==> config.mk <==
export PLATFORM = sky130hd
export DESIGN_NAME = calc_key_sequencer
export DESIGN_NICKNAME = d
export VERILOG_FILES = /design/src/rtl/calc_pkg.sv /design/src/rtl/calc_key_fifo.sv /design/src/rtl/calc_key_sequencer.sv
export SDC_FILE = /design/constraint.sdc
export NUM_CORES = 1
export LEC_CHECK = 0
export CORE_ASPECT_RATIO = 0.75
export CORE_MARGIN = 1
export CORE_UTILIZATION = 50
export DETAILED_ROUTE_END_ITERATION = 16
export PLACE_DENSITY_LB_ADDON = 0.3
export SETUP_SLACK_MARGIN = 0.05
export SYNTH_ARGS = -nofsm -noshare
export SYNTH_HDL_FRONTEND = slang
export SYNTH_HIERARCHICAL = 1
export SYNTH_SLANG_ARGS = --single-unit
==> constraint.sdc <==
create_clock -name clk -period 2.3 [get_ports clk]
set_input_delay 0.23 -clock clk [delete_from_list [all_inputs] [get_ports clk]]
set_output_delay 0.23 -clock clk [all_outputs]
set_load 0.01 [all_outputs]
==> src/rtl/calc_pkg.sv <==
// Shared key codes, adder op codes and parser state encoding for the calculator front end.
package calc_pkg;

    localparam logic [3:0] KEY_DIG_MAX = 4'h9;
    localparam logic [3:0] KEY_ADD     = 4'hA;
    localparam logic [3:0] KEY_EQUAL   = 4'hB;
    localparam logic [3:0] KEY_CLR     = 4'hC;

    localparam logic [3:0] OP_NONE     = 4'd0;
    localparam logic [3:0] OP_ADD      = 4'd1;
    localparam logic [3:0] OP_EQUAL    = 4'd2;

    typedef enum logic [2:0] {
        S_IDLE,
        S_A,
        S_OP,
        S_B,
        S_EMIT
    } state_e;

endpackage

==> src/rtl/calc_key_fifo.sv <==
// Small key buffer; push visible on pop side one edge later (no pass-through).
// Push refused whenever full, even with a simultaneous pop; pop ignored when empty.
module calc_key_fifo #(
    parameter int WIDTH = 4,
    parameter int DEPTH = 2
) (
    input  logic             clk,
    input  logic             rst_n,
    input  logic             push_i,
    input  logic [WIDTH-1:0] push_dat_i,
    output logic             full_o,
    input  logic             pop_i,
    output logic [WIDTH-1:0] pop_dat_o,
    output logic             empty_o
);

    localparam int AW = (DEPTH > 1) ? $clog2(DEPTH) : 1;
    localparam logic [AW:0] DEPTH_CNT = DEPTH[AW:0];

    logic [WIDTH-1:0] mem_q [DEPTH];
    logic [AW-1:0]    wr_ptr_q, rd_ptr_q;
    logic [AW:0]      count_q;
    logic             push_ok, pop_ok;

    assign full_o    = (count_q == DEPTH_CNT);
    assign empty_o   = (count_q == '0);
    assign push_ok   = push_i && !full_o;
    assign pop_ok    = pop_i && !empty_o;
    assign pop_dat_o = mem_q[rd_ptr_q];

    always_ff @(posedge clk) begin
        if (push_ok) begin
            mem_q[wr_ptr_q] <= push_dat_i;
        end
    end

    // Power-of-two depth lets the pointers wrap by natural overflow.
    always_ff @(posedge clk or negedge rst_n) begin
        if (!rst_n) begin
            wr_ptr_q <= '0;
            rd_ptr_q <= '0;
            count_q  <= '0;
        end else begin
            if (push_ok) wr_ptr_q <= wr_ptr_q + 1'b1;
            if (pop_ok)  rd_ptr_q <= rd_ptr_q + 1'b1;
            case ({push_ok, pop_ok})
                2'b10:   count_q <= count_q + 1'b1;
                2'b01:   count_q <= count_q - 1'b1;
                default: count_q <= count_q;
            endcase
        end
    end

endmodule

==> src/rtl/calc_key_sequencer.sv <==
// Parses "digit + digit =" key streams into data1/data2/op for the adder; key popped at edge N+1 after accept.
// key_ready drops when the key buffer is full; parser stalls popping for the single S_EMIT cycle.
module calc_key_sequencer
    import calc_pkg::*;
#(
    parameter int DATA_W     = 4,
    parameter int KEY_W      = 4,
    parameter int FIFO_DEPTH = 2
) (
    input  logic              clk,
    input  logic              rst_n,
    input  logic              key_valid,
    input  logic [KEY_W-1:0]  key_code,
    output logic              key_ready,
    output logic [DATA_W-1:0] data1,
    output logic [DATA_W-1:0] data2,
    output logic [3:0]        op,
    output logic              err_pulse,
    output logic              busy
);

    state_e            state_q, state_d;
    logic [DATA_W-1:0] data1_q, data1_d, data2_q, data2_d;
    logic [3:0]        op_q, op_d;
    logic              err_q, err_d;

    logic              fifo_full, fifo_empty, pop;
    logic [KEY_W-1:0]  key;
    logic              is_digit, is_add, is_equal, is_clr;

    calc_key_fifo #(
        .WIDTH (KEY_W),
        .DEPTH (FIFO_DEPTH)
    ) u_fifo (
        .clk        (clk),
        .rst_n      (rst_n),
        .push_i     (key_valid),
        .push_dat_i (key_code),
        .full_o     (fifo_full),
        .pop_i      (pop),
        .pop_dat_o  (key),
        .empty_o    (fifo_empty)
    );

    assign key_ready = !fifo_full;
    assign pop       = !fifo_empty && (state_q != S_EMIT);
    assign busy      = (state_q != S_IDLE) || !fifo_empty;

    assign is_digit  = (key <= KEY_W'(KEY_DIG_MAX));
    assign is_add    = (key == KEY_W'(KEY_ADD));
    assign is_equal  = (key == KEY_W'(KEY_EQUAL));
    assign is_clr    = (key == KEY_W'(KEY_CLR));

    always_comb begin
        state_d = state_q;
        data1_d = data1_q;
        data2_d = data2_q;
        op_d    = op_q;
        err_d   = 1'b0;

        if (state_q == S_EMIT) begin
            op_d    = OP_NONE;
            state_d = S_IDLE;
        end else if (pop) begin
            if (is_clr) begin
                state_d = S_IDLE;
                data1_d = '0;
                data2_d = '0;
                op_d    = OP_NONE;
            end else if (is_digit) begin
                // Digits in S_IDLE/S_A feed data1, in S_OP/S_B feed data2.
                if (state_q == S_IDLE || state_q == S_A) begin
                    state_d = S_A;
                    data1_d = DATA_W'(key);
                end else begin
                    state_d = S_B;
                    data2_d = DATA_W'(key);
                end
            end else if (is_add && state_q == S_A) begin
                state_d = S_OP;
                op_d    = OP_ADD;
            end else if (is_equal && state_q == S_B) begin
                state_d = S_EMIT;
                op_d    = OP_EQUAL;
            end else begin
                err_d   = 1'b1;
            end
        end
    end

    always_ff @(posedge clk or negedge rst_n) begin
        if (!rst_n) begin
            state_q <= S_IDLE;
            data1_q <= '0;
            data2_q <= '0;
            op_q    <= OP_NONE;
            err_q   <= 1'b0;
        end else begin
            state_q <= state_d;
            data1_q <= data1_d;
            data2_q <= data2_d;
            op_q    <= op_d;
            err_q   <= err_d;
        end
    end

    assign data1     = data1_q;
    assign data2     = data2_q;
    assign op        = op_q;
    assign err_pulse = err_q;

endmodule

After elaboration in Yosys (flattened, before gate mapping)
Memory sizes are Yosys's and may differ from the RTL's.
Index checks and enable logic that the tools add are counted.
- bits in registers: 20
- bits in writable memories: 8
- output and inout bits: 15
- logic and storage cells: 77
- memories kept: 1
- memory list (name ; words ; width ; rd ports ; clocked after Yosys merged registers in ; wr ports ; line ; RTL):
    u_fifo.mem_q ; 2 ; 4 ; 1 ; 0 ; 1 ; calc_key_fifo.sv:20 ; logic [WIDTH-1:0] mem_q [DEPTH];
- $add $sub $neg: 4
- magnitude comparators: 1
- equality and inequality tests: 12
- mux-type cells: 28
- bitwise logic cells: 1
- reduce and logical (&&, ||, !) cells: 22
- operators by type and width (operator ; number):
    4-bit 2-to-1 mux ; 12
    3-bit 2-to-1 mux ; 6
    4-bit == test (second input constant) ; 3
    1-bit 2-to-1 mux ; 8
    4-bit AND reduction ; 2
    2-bit nonzero test ; 4
    1-bit logical AND ; 5
    5-bit nonzero test ; 1
    2-bit == test (second input constant) ; 2
    4-bit less-or-equal comparator (second input constant) ; 1
    2-bit one-hot mux with 2 select lines ; 1
    4-bit nonzero test ; 1
    3-bit by 1-bit == test with 1-bit output (second input constant) ; 1
    3-bit by 2-bit == test with 1-bit output (second input constant) ; 1
    3-bit == test (second input constant) ; 1
    3-bit zero test ; 1
    3-bit by 1-bit != test with 1-bit output (second input constant) ; 1
    3-bit != test (second input constant) ; 1
    3-bit AND reduction ; 1
    3-bit nonzero test ; 1
    1-bit adder (second input constant) ; 2
    2-bit by 1-bit adder with 2-bit output (second input constant) ; 1
    2-bit by 1-bit == test with 1-bit output (second input constant) ; 1
    1-bit zero test ; 2
    7 further kinds ; 8

Depth between registers and ports, before layout
An unclocked memory read counts as a cell.
- depth in word-level cells: 9
- mapped depth: 8
- gate-level depth less buffers: 7

Modules after synthesis
The synthesis kept the hierarchy.
- modules (own cells, without submodules) (module ; instances ; cells each ; area each (um2) ; sequential area each (um2)):
    calc_key_sequencer ; 1 ; 71 ; 749.5 ; 350.3
    calc_key_fifo ; 1 ; 30 ; 481.7 ; 340.3

Worst setup path before layout
OpenSTA, ideal clock, no wires.
- path kind: flip-flop to flip-flop
- from: register u_fifo.count_q[0]
- to: register u_fifo.count_q[1]
- library setup time: 0.079 ns
- arrival: 1.665 ns
- data required time: 2.221 ns
- slack: 0.556 ns
- cell stages (with the launch flop): 8
- path buffers: 1
- clock period less this slack: 1.744 ns
- cells stage by stage: dfrtp_1 -> nor2_1 -> clkbuf_1 -> nor2_4 -> nor2b_2 -> ha_1 -> nor2_1 -> xor2_1
- longest elaborated chain between the ends: 6
- elaborated cells on any way between the ends: 13
- classes of those cells: 2 x add/sub; 3 x eq/ne; 1 x mux; 7 x reduce/logical
- ends and longest elaborated chain (item ; line ; RTL):
    from (decl) ; calc_key_fifo.sv:22 ; logic [AW:0] count_q;
    from (signal assigned) ; calc_key_fifo.sv:47 ; 2'b10: count_q <= count_q + 1'b1;
    from (signal assigned) ; calc_key_fifo.sv:48 ; 2'b01: count_q <= count_q - 1'b1;
    from (signal assigned) ; calc_key_fifo.sv:49 ; default: count_q <= count_q;
    2-bit zero test (*) ; calc_key_fifo.sv:26 ; assign empty_o = (count_q == '0);
    net fifo_empty ; calc_key_sequencer.sv:27 ; logic fifo_full, fifo_empty, pop;
    1-bit zero test (*) ; calc_key_sequencer.sv:46 ; assign pop = !fifo_empty && (state_q != S_EMIT);
    1-bit logical AND (*) ; calc_key_sequencer.sv:46 ;
    net pop ; calc_key_sequencer.sv:27 ;
    1-bit logical AND (*) ; calc_key_fifo.sv:28 ; assign pop_ok = pop_i && !empty_o;
    net u_fifo.pop_ok ; calc_key_fifo.sv:23 ; logic push_ok, pop_ok;
    2-bit by 1-bit == test with 1-bit output or 2-bit == test (tied branches) ; calc_key_fifo.sv:46 ; case ({push_ok, pop_ok})
    2-bit one-hot mux with 2 select lines or 2-bit nonzero test (tied branches) ; n/a ;
Mark *: on every way through the listed nets, which the timed path passes. The rest lies on a longest branch.
A chain may end at the register's enable or synchronous reset.

Final worst setup path
- from: register u_fifo.count_q[0]
- to: output busy
- longest elaborated chain between the ends: 3
- ends and longest elaborated chain (item ; line ; RTL):
    2-bit zero test ; calc_key_fifo.sv:26 ;
    net fifo_empty ; calc_key_sequencer.sv:27 ;
    1-bit zero test ; calc_key_sequencer.sv:47 ; assign busy = (state_q != S_IDLE) || !fifo_empty;
    1-bit logical OR ; calc_key_sequencer.sv:47 ;
    to (decl) ; calc_key_sequencer.sv:19 ; output logic busy
The timed path passes the listed nets, and every way through them passes these cells.

==> metrics <==
highest clock rate=505 MHz; HPWL after DPL=1.72 mm; Post-Route Setup TNS=0 ns; final max-slew violation count=0; WL/cell=14.3 um; VDD IR max=0.000746 V; Global Route met1 Usage=25.3%; Tcrit/Tclk final=86.1%; clk sinks=26; Compound-Gate Fraction of Synth Area=14.2%; Starting Density=53.3%; Synth Area in Adders=1.02%; hold_ws=0.368 ns; HP Class=input pin to async pin; total CTS buffers=3; Mapped Avg Cell Area=12.2 um^2; Die H=45.0 um; WP data required=2.07 ns; Max-Cap Viols=0; main combinational cell family by area after synthesis=simple AND/OR/NAND/NOR gates; met2 usage=30.1%; Leakage=0.000570 uW; CTS Hold Bufs=0; largest net degree at the start of global routing=19; Area growth syn-to-layout=19.3%; GRT met3 Usage=6.59%; DIE WIDTH=59.3 um; Core Footprint=2310 um^2; Post-synth top flop=dfrtp_1; gr busiest metal=met2; most frequent cells in the layout=clkdlybuf4s50_1 (19), dfrtp_1 (18), a32o_1 (8), edfxtp_1 (8), nor2_1 (7); layout filler cell count=186; # DRC=0; RSZ-0062 raised after global routing=no; asr flop ratio synth=69.2%; CP Class=flop to output port; CTS tree=built; vias in the first global route=787; Post CTS Setup Buffer Count=0; row count=15; fin nets=130; Yosys cell types=36; mux cell area share after synthesis=3.66%; Vias=862; Synth Area in XOR/XNOR=4.27%; status=completed; synthesized instance count=101; Avg Vias per Cell=5.60; Post-Route Skew=0.00369 ns; CP startpoint kind=flop; CTS clock-pin slew for the worst setup and hold paths=0.12 ns; CP arrival=1.75 ns; first-pass GRT wire length=3.62 mm; # diodes=0; yosys warns=6; post-synthesis simple-gate area fraction=16.6%; slew margin rel.=46.9%; Skew-Pair Late Insertion Delay=0.31 ns; Final Setup Violations=0; top-level I/O count=22; routability cong.=0.961; Post-CTS Resized=0; Mapped Area=1230 um^2; drt pass-1 iters=4; Root Driver=clkbuf_4; register area share after synthesis=56.1%; Yosys reg bits=26; worst-margin pin slew=0.795 ns; Die Area=2670 um^2; post-route ant nets=0; Crit. End Element=output port; H-tree depth=1; Tot GR Track Use=19.0%; Tot Pwr=2000 uW; CP Max Fanout=8; Congestion Overflow GR=0; initial antenna violation count=0; drt initial violations=43; commonest non-fill, non-tap cell in the layout=clkdlybuf4s50_1; final wirelength=2.20 mm; Final Hold Fails=0; power density cells=1360 nW/um^2; EDFF count, synth=8; layout cells sized above 1=13.3%; PortBufs=19; CTS Buffer Depth=2; min Tclk post-route=1.98 ns
[kinds of logic (layout without fill, tap and decap cells)]
| group | after synthesis | count (layout) |
|---|---|---|
| adder cells (fa/ha/maj) | 1 | 1 |
| AND/OR/NAND/NOR | 30 | 30 |
| buffers and inverters | 10 | 28 |
| other | 1 | 2 |
| multiplexers | 4 | 4 |
| AO/OA/AOI/OAI | 23 | 23 |
| XOR/XNOR | 6 | 6 |
| flip-flops | 26 | 26 |
[report_power, final]
| part | total (uW) | switching, uW | leakage [uW] | internal [uW] |
|---|---|---|---|---|
| Sequential | 784 | 125 | 0.000297 | 659 |
| Combinational | 1040 | 522 | 0.000259 | 518 |
| Clock | 179 | 118 | 0.0000138 | 61.2 |
| Total | 2000 | 766 | 0.000570 | 1240 |
[area by class of cell]
type | count | area (um^2) | area share [%]
clock buffers | 3 | 22.5 | 1.53
multi-input cells | 66 | 497 | 33.8
well taps | 34 | 42.5 | 2.90
inverters | 5 | 18.8 | 1.28
flip-flops and latches | 26 | 691 | 47.0
repair buffers | 20 | 198 | 13.5
[Yosys cell counts, drive strengths merged (2+ instances only)]
library cell / count / area share (%)
a21oi: 3 / 1.2
inv: 5 / 1.5
mux2: 4 / 3.7
clkbuf: 2 / 0.71
buf: 3 / 1.6
nand2b: 2 / 1.0
nand3b: 3 / 1.8
nor3: 4 / 2.0
nor4b: 2 / 1.9
a32o: 8 / 6.5
xnor2: 3 / 2.1
xor2: 3 / 2.1
nand2: 3 / 0.91
nor2: 8 / 3.0
edfxtp: 8 / 20
nor2b: 2 / 1.2
o21ai: 8 / 3.9
dfrtp: 18 / 37
o21a: 2 / 1.2
[metrics by stage]
stage	setup WS [ns]	util (%)	area, um^2	std cells
after floorplan	0.556	-	1230	102
after global placement	0.437	62.7	1450	151
after detailed placement	0.366	62.7	1450	151
after CTS	0.306	63.6	1470	154
after global routing	0.231	63.6	1470	154
final	0.319	63.6	1470	154
[worst paths after layout]
check | from | to | slack, ns | cells past startpoint
max | u_fifo/count_q[0]$_DFFE_PN0P_ | busy | 0.32 | 4
min | rst_n | data1[2]$_DFFE_PN0P_ | 0.37 | 1
max reg2reg | u_fifo/rd_ptr_q$_DFFE_PN0P_ | op[0]$_DFFE_PN0P_ | 0.33 | 5
min reg2reg | data2[0]$_DFFE_PN0P_ | data2[0]$_DFFE_PN0P_ | 0.51 | 1
max in group asynchronous | rst_n | data2[2]$_DFFE_PN0P_ | 1.44 | 1
min in group clk | key_code[1] | u_fifo/mem_q[0][1]$_DFFE_PP_ | 0.49 | 1
[registers in the layout, summed over array words and instances, names as in the netlist, 2 cells and up]
signal,count
u_fifo/mem_q,8
data1,4
data2,4
state_q,3
op,2
u_fifo/count_q,2
[layer usage]
metal,vias up,wire [um]
met3,2,119
li1,408,-
met4,0,12
met2,23,1030
met5,-,0
met1,429,1030
[critical path, stage by stage, from the launching register on]
cell,delay [ns]
dfrtp_1,0.45
nor2_1,0.23
buf_4,0.21
nand3b_1,0.07
clkdlybuf4s50_1,0.47
(Power assumes the default switching activity.)
